### src/rtl/pa_fpu_ex_ctrl.sv
// Sequencing controller for the single-precision FPU execute stage: warm-up
// window, FDSU launch/kill, fixed-latency FMAU timing and one write-back port.
module pa_fpu_ex_ctrl #(
    parameter int WARM_CYCLES = 4,
    parameter int MAU_LAT     = 3
) (
    input  logic       forever_cpuclk,
    input  logic       cpurst,
    input  logic       idu_fpu_ex1_inst_vld,
    output logic       fpu_idu_ex1_ready,
    input  logic [2:0] idu_fpu_ex1_eu_sel,
    input  logic [4:0] idu_fpu_ex1_dst_reg,
    input  logic       fpu_ex1_special_vld,
    input  logic       fdsu_fpu_busy,
    input  logic       fdsu_fpu_done,
    input  logic       rtu_fpu_flush,
    input  logic       rtu_fpu_wb_ready,
    output logic       ctrl_xx_ex1_inst_vld,
    output logic       ctrl_xx_ex1_stall,
    output logic       ctrl_xx_ex1_warm_up,
    output logic [2:0] ctrl_ex1_eu_sel,
    output logic       ctrl_ex1_gateclk_vld,
    output logic       fpu_fdsu_start,
    output logic       fpu_fdsu_kill,
    output logic       fpu_rtu_wb_vld,
    output logic [4:0] fpu_rtu_wb_reg,
    output logic       fpu_rtu_wb_sel
);
    localparam int WARM_W = $clog2(WARM_CYCLES + 1);
    localparam int MAU_W  = (MAU_LAT > 1) ? $clog2(MAU_LAT) : 1;
    localparam logic [WARM_W-1:0] WARM_LAST = WARM_W'(WARM_CYCLES - 1);
    localparam logic [MAU_W-1:0]  MAU_LOAD  = MAU_W'(MAU_LAT - 1);

    typedef enum logic [2:0] {
        S_WARM, S_IDLE, S_EX1, S_WAIT_MAU, S_WAIT_FDSU, S_WB
    } state_t;

    state_t            state_reg, state_next;
    logic [WARM_W-1:0] warm_cnt_reg, warm_cnt_next;
    logic [MAU_W-1:0]  mau_cnt_reg, mau_cnt_next;
    logic [2:0]        eu_sel_reg, eu_sel_next;
    logic [4:0]        wb_dst_reg, wb_dst_next;
    logic              wb_sel_reg, wb_sel_next;
    logic [2:0]        sel_raw, sel_onehot;

    // An empty unit select defaults to the single-cycle unit; highest bit wins.
    assign sel_raw = (idu_fpu_ex1_eu_sel == 3'b000) ? 3'b001 : idu_fpu_ex1_eu_sel;

    genvar gi;
    generate
        for (gi = 0; gi < 3; gi++) begin : g_sel_pri
            if (gi == 2) begin : g_top
                assign sel_onehot[gi] = sel_raw[gi];
            end else begin : g_low
                assign sel_onehot[gi] = sel_raw[gi] && !(|sel_raw[2:gi+1]);
            end
        end
    endgenerate

    always_ff @(posedge forever_cpuclk or posedge cpurst) begin
        if (cpurst) begin
            state_reg    <= S_WARM;
            warm_cnt_reg <= '0;
            mau_cnt_reg  <= '0;
            eu_sel_reg   <= '0;
            wb_dst_reg   <= '0;
            wb_sel_reg   <= 1'b0;
        end else begin
            state_reg    <= state_next;
            warm_cnt_reg <= warm_cnt_next;
            mau_cnt_reg  <= mau_cnt_next;
            eu_sel_reg   <= eu_sel_next;
            wb_dst_reg   <= wb_dst_next;
            wb_sel_reg   <= wb_sel_next;
        end
    end

    always_comb begin
        state_next           = state_reg;
        warm_cnt_next        = warm_cnt_reg;
        mau_cnt_next         = mau_cnt_reg;
        eu_sel_next          = eu_sel_reg;
        wb_dst_next          = wb_dst_reg;
        wb_sel_next          = wb_sel_reg;
        fpu_idu_ex1_ready    = 1'b0;
        ctrl_xx_ex1_inst_vld = 1'b0;
        ctrl_xx_ex1_stall    = 1'b0;
        ctrl_xx_ex1_warm_up  = 1'b0;
        ctrl_ex1_gateclk_vld = 1'b0;
        fpu_fdsu_start       = 1'b0;
        fpu_fdsu_kill        = 1'b0;
        fpu_rtu_wb_vld       = 1'b0;

        case (state_reg)
            S_WARM: begin
                ctrl_xx_ex1_warm_up = 1'b1;
                if (warm_cnt_reg == WARM_LAST) begin
                    state_next = S_IDLE;
                end else begin
                    warm_cnt_next = warm_cnt_reg + WARM_W'(1);
                end
            end
            S_IDLE: begin
                fpu_idu_ex1_ready = !rtu_fpu_flush;
                if (idu_fpu_ex1_inst_vld && !rtu_fpu_flush) begin
                    eu_sel_next = sel_onehot;
                    wb_dst_next = idu_fpu_ex1_dst_reg;
                    state_next  = S_EX1;
                end
            end
            S_EX1: begin
                ctrl_xx_ex1_inst_vld = 1'b1;
                ctrl_ex1_gateclk_vld = 1'b1;
                if (eu_sel_reg[2] && fdsu_fpu_busy) begin
                    ctrl_xx_ex1_stall = 1'b1;
                end else if (fpu_ex1_special_vld) begin
                    wb_sel_next = 1'b0;
                    state_next  = S_WB;
                end else if (eu_sel_reg[0]) begin
                    wb_sel_next = 1'b1;
                    state_next  = S_WB;
                end else if (eu_sel_reg[1]) begin
                    mau_cnt_next = MAU_LOAD;
                    state_next   = S_WAIT_MAU;
                end else begin
                    fpu_fdsu_start = !rtu_fpu_flush;
                    state_next     = S_WAIT_FDSU;
                end
            end
            S_WAIT_MAU: begin
                if (mau_cnt_reg == '0) begin
                    wb_sel_next = 1'b1;
                    state_next  = S_WB;
                end else begin
                    mau_cnt_next = mau_cnt_reg - MAU_W'(1);
                end
            end
            S_WAIT_FDSU: begin
                // A result landing in the flush cycle needs no abort.
                fpu_fdsu_kill = rtu_fpu_flush && !fdsu_fpu_done;
                if (fdsu_fpu_done) begin
                    wb_sel_next = 1'b1;
                    state_next  = S_WB;
                end
            end
            S_WB: begin
                fpu_rtu_wb_vld = !rtu_fpu_flush;
                if (rtu_fpu_wb_ready) begin
                    state_next = S_IDLE;
                end
            end
            default: state_next = S_IDLE;
        endcase

        if (rtu_fpu_flush && state_reg != S_WARM) begin
            state_next = S_IDLE;
        end
    end

    assign ctrl_ex1_eu_sel = eu_sel_reg;
    assign fpu_rtu_wb_reg  = wb_dst_reg;
    assign fpu_rtu_wb_sel  = wb_sel_reg;

endmodule

### config.mk
export PLATFORM = sky130hd
export DESIGN_NAME = pa_fpu_ex_ctrl
export DESIGN_NICKNAME = d
export VERILOG_FILES = /design/src/rtl/pa_fpu_ex_ctrl.sv
export SDC_FILE = /design/constraint.sdc
export NUM_CORES = 1
export LEC_CHECK = 0
export CORE_MARGIN = 2
export CORE_UTILIZATION = 44
export CTS_CLUSTER_SIZE = 14
export DETAILED_ROUTE_END_ITERATION = 10
export PLACE_DENSITY = 0.78
export RECOVER_POWER = 50
export SYNTH_ARGS = -nofsm -noshare
export SYNTH_HDL_FRONTEND = slang
export SYNTH_SLANG_ARGS = --single-unit
### constraint.sdc
create_clock -name forever_cpuclk -period 2.1 [get_ports forever_cpuclk]
set_input_delay 0.63 -clock forever_cpuclk [delete_from_list [all_inputs] [get_ports forever_cpuclk]]
set_output_delay 0.63 -clock forever_cpuclk [all_outputs]
set_load 0.01 [all_outputs]
==> results.md <==
- Worst R2R End: state_reg[0]$_DFFE_PP0P_
- Final Core Density: 74.1%
- Synth Register Bits: 17
- Internal power: between 0.001 and 0.0015 W
- Final hold slack: 0.497 ns
- Share of post-route cells with drive strength above 1: 37.9%
- CTS tree: built
- Count leader, synth: dfrtp_1
- Finished Cell Area: approximately 1500 um2
- Setup crit start kind: input port
- Fin Clk Skew: ~0.0023 ns
- Htree depth: 1
- Fin crit period: 2.05 ns
- Die area: 2520 um2
- Starting DRT DRC Count: 5
- First-pass GRT wire length: between 4000 and 5000 um
- Type of the worst setup path: input port to output pin
- Syn. warnings: 0
- Critical R2R Launch: state_reg[0]$_DFFE_PP0P_
- Placed Area: 1410 um2
- Hold Path Class: flop to flop
- Fmax achieved: 0.488 GHz
- Sw power: ~0.00056 W
- GR Layer Usage met1: roughly a quarter
- Clk slew on worst S/H paths: 0.09 ns
- R2R Setup Slk: roughly 0.27 ns
- Max Cap Viol: 0
- Max_slew headroom: a little under two fifths
- Clock Latency Late Sink: ~0.28 ns
- Floorplan row count: 16
- CTS sink cnt: 17
- Syn_nets: approximately 110
- Max FFs per register: 5
- Post-layout nets: 160
- Crit. End Element: output pin
- CTS Hold Bufs: 0
- Worst hold start: warm_cnt_reg[0]$_DFFE_PP0P_
- Total core area: 1980 um2
- Sw Ratio: 35.2%
- Met2 usage: 39.0%
- Gr usage total: 21.1%
- RSZ-0062 raised after global routing: true
- Area leader, netlist: dfrtp_1
- Die width: 50.2 um
- Worst setup slack after layout: 0.0492 ns
- Die height: around 50 um
- Largest net degree at the start of global routing: 18
- Vias in the first global route: about 1.0k
- Clock share of power: between 10% and 20%
- Post-synth top cells: dfrtp_1, mux2_2, nand2_1
- CTS root buffer: clkbuf_4
- Syn_area_per_cell: 10.7 um2
- WP data arrival: 1.42 ns
- Critical path data required time: 1.47 ns
- # IOs: 33
- Final Max Tran Viols: 0
- Final setup vio count: 0
- Tot Pwr: about 0.0016 W
- Port bufs: 31
- Clk buf depth: 2
- Hold Path End: warm_cnt_reg[0]$_DFFE_PP0P_
- Starting Density: between 40% and 50%
- Dpl ws: -0.646 ns
- P_leak: 0.661 nW
- Status: completed
- Busiest grt layer: met2
- Wirelength per Cell: between 10 and 15 um
- Vias/cell: 5.33
- P&R area growth vs syn: 56.5%
- 1st-pass router iterations: 4
- Final Hold Fails: 0
- Sequential Power Share: 36.2%
- Area contributors post-synth: dfrtp_1, mux2_2, ha_1
- Grt total ovfl: 0
- CTS Buf Count: 3
- Number of diodes: 0
- RePlAce Congestion: 0.842
- Gate power share: 53.0%
- Crit path max fanout: 2
- Synth unique cells: 34
- Hold path depth: 1
- Final HPWL DP: 1730 um
- Via Count: 890
- Post-Syn Instances: 88
- Antenna violations before repair: 0
- Sequential-to-total area share from yosys stat: 45.3%
- # DRC: 0
- Pwr dens: 1080 nW/um2
- Path depth of the worst reg2reg path: 5
- Synth top area share: 45.3%
- Worst vdd ir: a little over 700 uV
- Async SR Flop Fraction: between 90% and 100%
- Crit path from: fdsu_fpu_done
- Routed WL: approximately 2400 um
- Number of synthesized flops with an enable pin: 0
- Mapped cell area: 938 um2
- Antenna-violating nets left: 0
- Global Route met3 Usage: under 10%
- Worst-margin pin slew: 0.946 ns
- Primary FF master, synth: dfrtp_1
- Final worst-path cycle share: a little over nine tenths
## through the flow
step / instances / setup TNS, ns
after CTS: 166 / -0.164
after detailed placement: 159 / -3.90
final: 167 / 0
after floorplan: 88 / 0
after global routing: 167 / -0.119
after global placement: 159 / -3.78
## power groups by stage
stage / registers (W) / clock network [W] / logic, W
floorplan: 0.000600 / 0 / 0.000377
global placement: 0.000555 / 0 / 0.000816
detailed placement: 0.000570 / 0 / 0.000846
CTS: 0.000571 / 0.000178 / 0.000850
global route: 0.000598 / 0.000192 / 0.000920
finish: 0.000576 / 0.000172 / 0.000842
## routing by layer
layer	wire, um	up-vias
li1	-	428
met1	1010	430
met5	0	-
met3	127	2
met2	1250	30
met4	23	0
## worst max-delay path: stages
cell	delay, ns
dlygate4sd2_1	0.26
nor4b_4	0.27
and2_1	0.15
buf_2	0.12
## area by class of cell
cell class / instances / area [um2]
fillers: 139 / 513
multi-input cells: 60 / 499
repair buffers: 54 / 462
flip-flops and latches: 17 / 429
well taps: 27 / 33.8
clock buffers: 4 / 26.3
inverters: 5 / 18.8
## kinds of logic (layout without fill, tap and decap cells)
logic type | count (synthesis) | in the layout | synth area share, %
flops | 17 | 17 | 45.3
mux | 9 | 9 | 10.7
xor+xnor | 1 | 1 | 0.934
buf+inv | 11 | 63 | 5.20
compound gates | 17 | 17 | 11.7
fa+ha+maj | 3 | 3 | 4.00
simple gates | 30 | 30 | 22.1
## worst max path at each step
stage	cells past startpoint	to
after floorplan	2	fpu_rtu_wb_vld
after global placement	5	fpu_fdsu_start
after detailed placement	5	fpu_fdsu_start
after CTS	5	fpu_fdsu_start
after global routing	4	ctrl_xx_ex1_inst_vld
final	4	fpu_fdsu_kill
## cells in the final DEF, fill, tap and decap left out, types with 2 or more instances in the layout
cell type / count
a21oi_1: 4
buf_2: 4
buf_4: 19
clkbuf_1: 3
clkbuf_2: 2
clkbuf_4: 3
clkdlybuf4s15_2: 3
clkdlybuf4s50_1: 18
dfrtp_1: 14
dfrtp_2: 3
dlygate4sd2_1: 3
ha_1: 3
inv_1: 5
mux2_2: 8
nand2_1: 6
nand2b_1: 2
nand3_1: 2
nor2_1: 2
nor3_2: 2
nor4b_4: 2
o21ai_0: 4
o31ai_1: 2
## what timing repair did
action / in CTS / in global routing
resized for setup: 39 / 8
pin swaps: 3 / 5
endpoints found under the hold margin: 0 / 0
gates cloned: 0 / 0
setup buffers: 3 / 1
setup endpoints to repair: 8 / 5
Note: power is estimated with default switching activity, not from simulation.
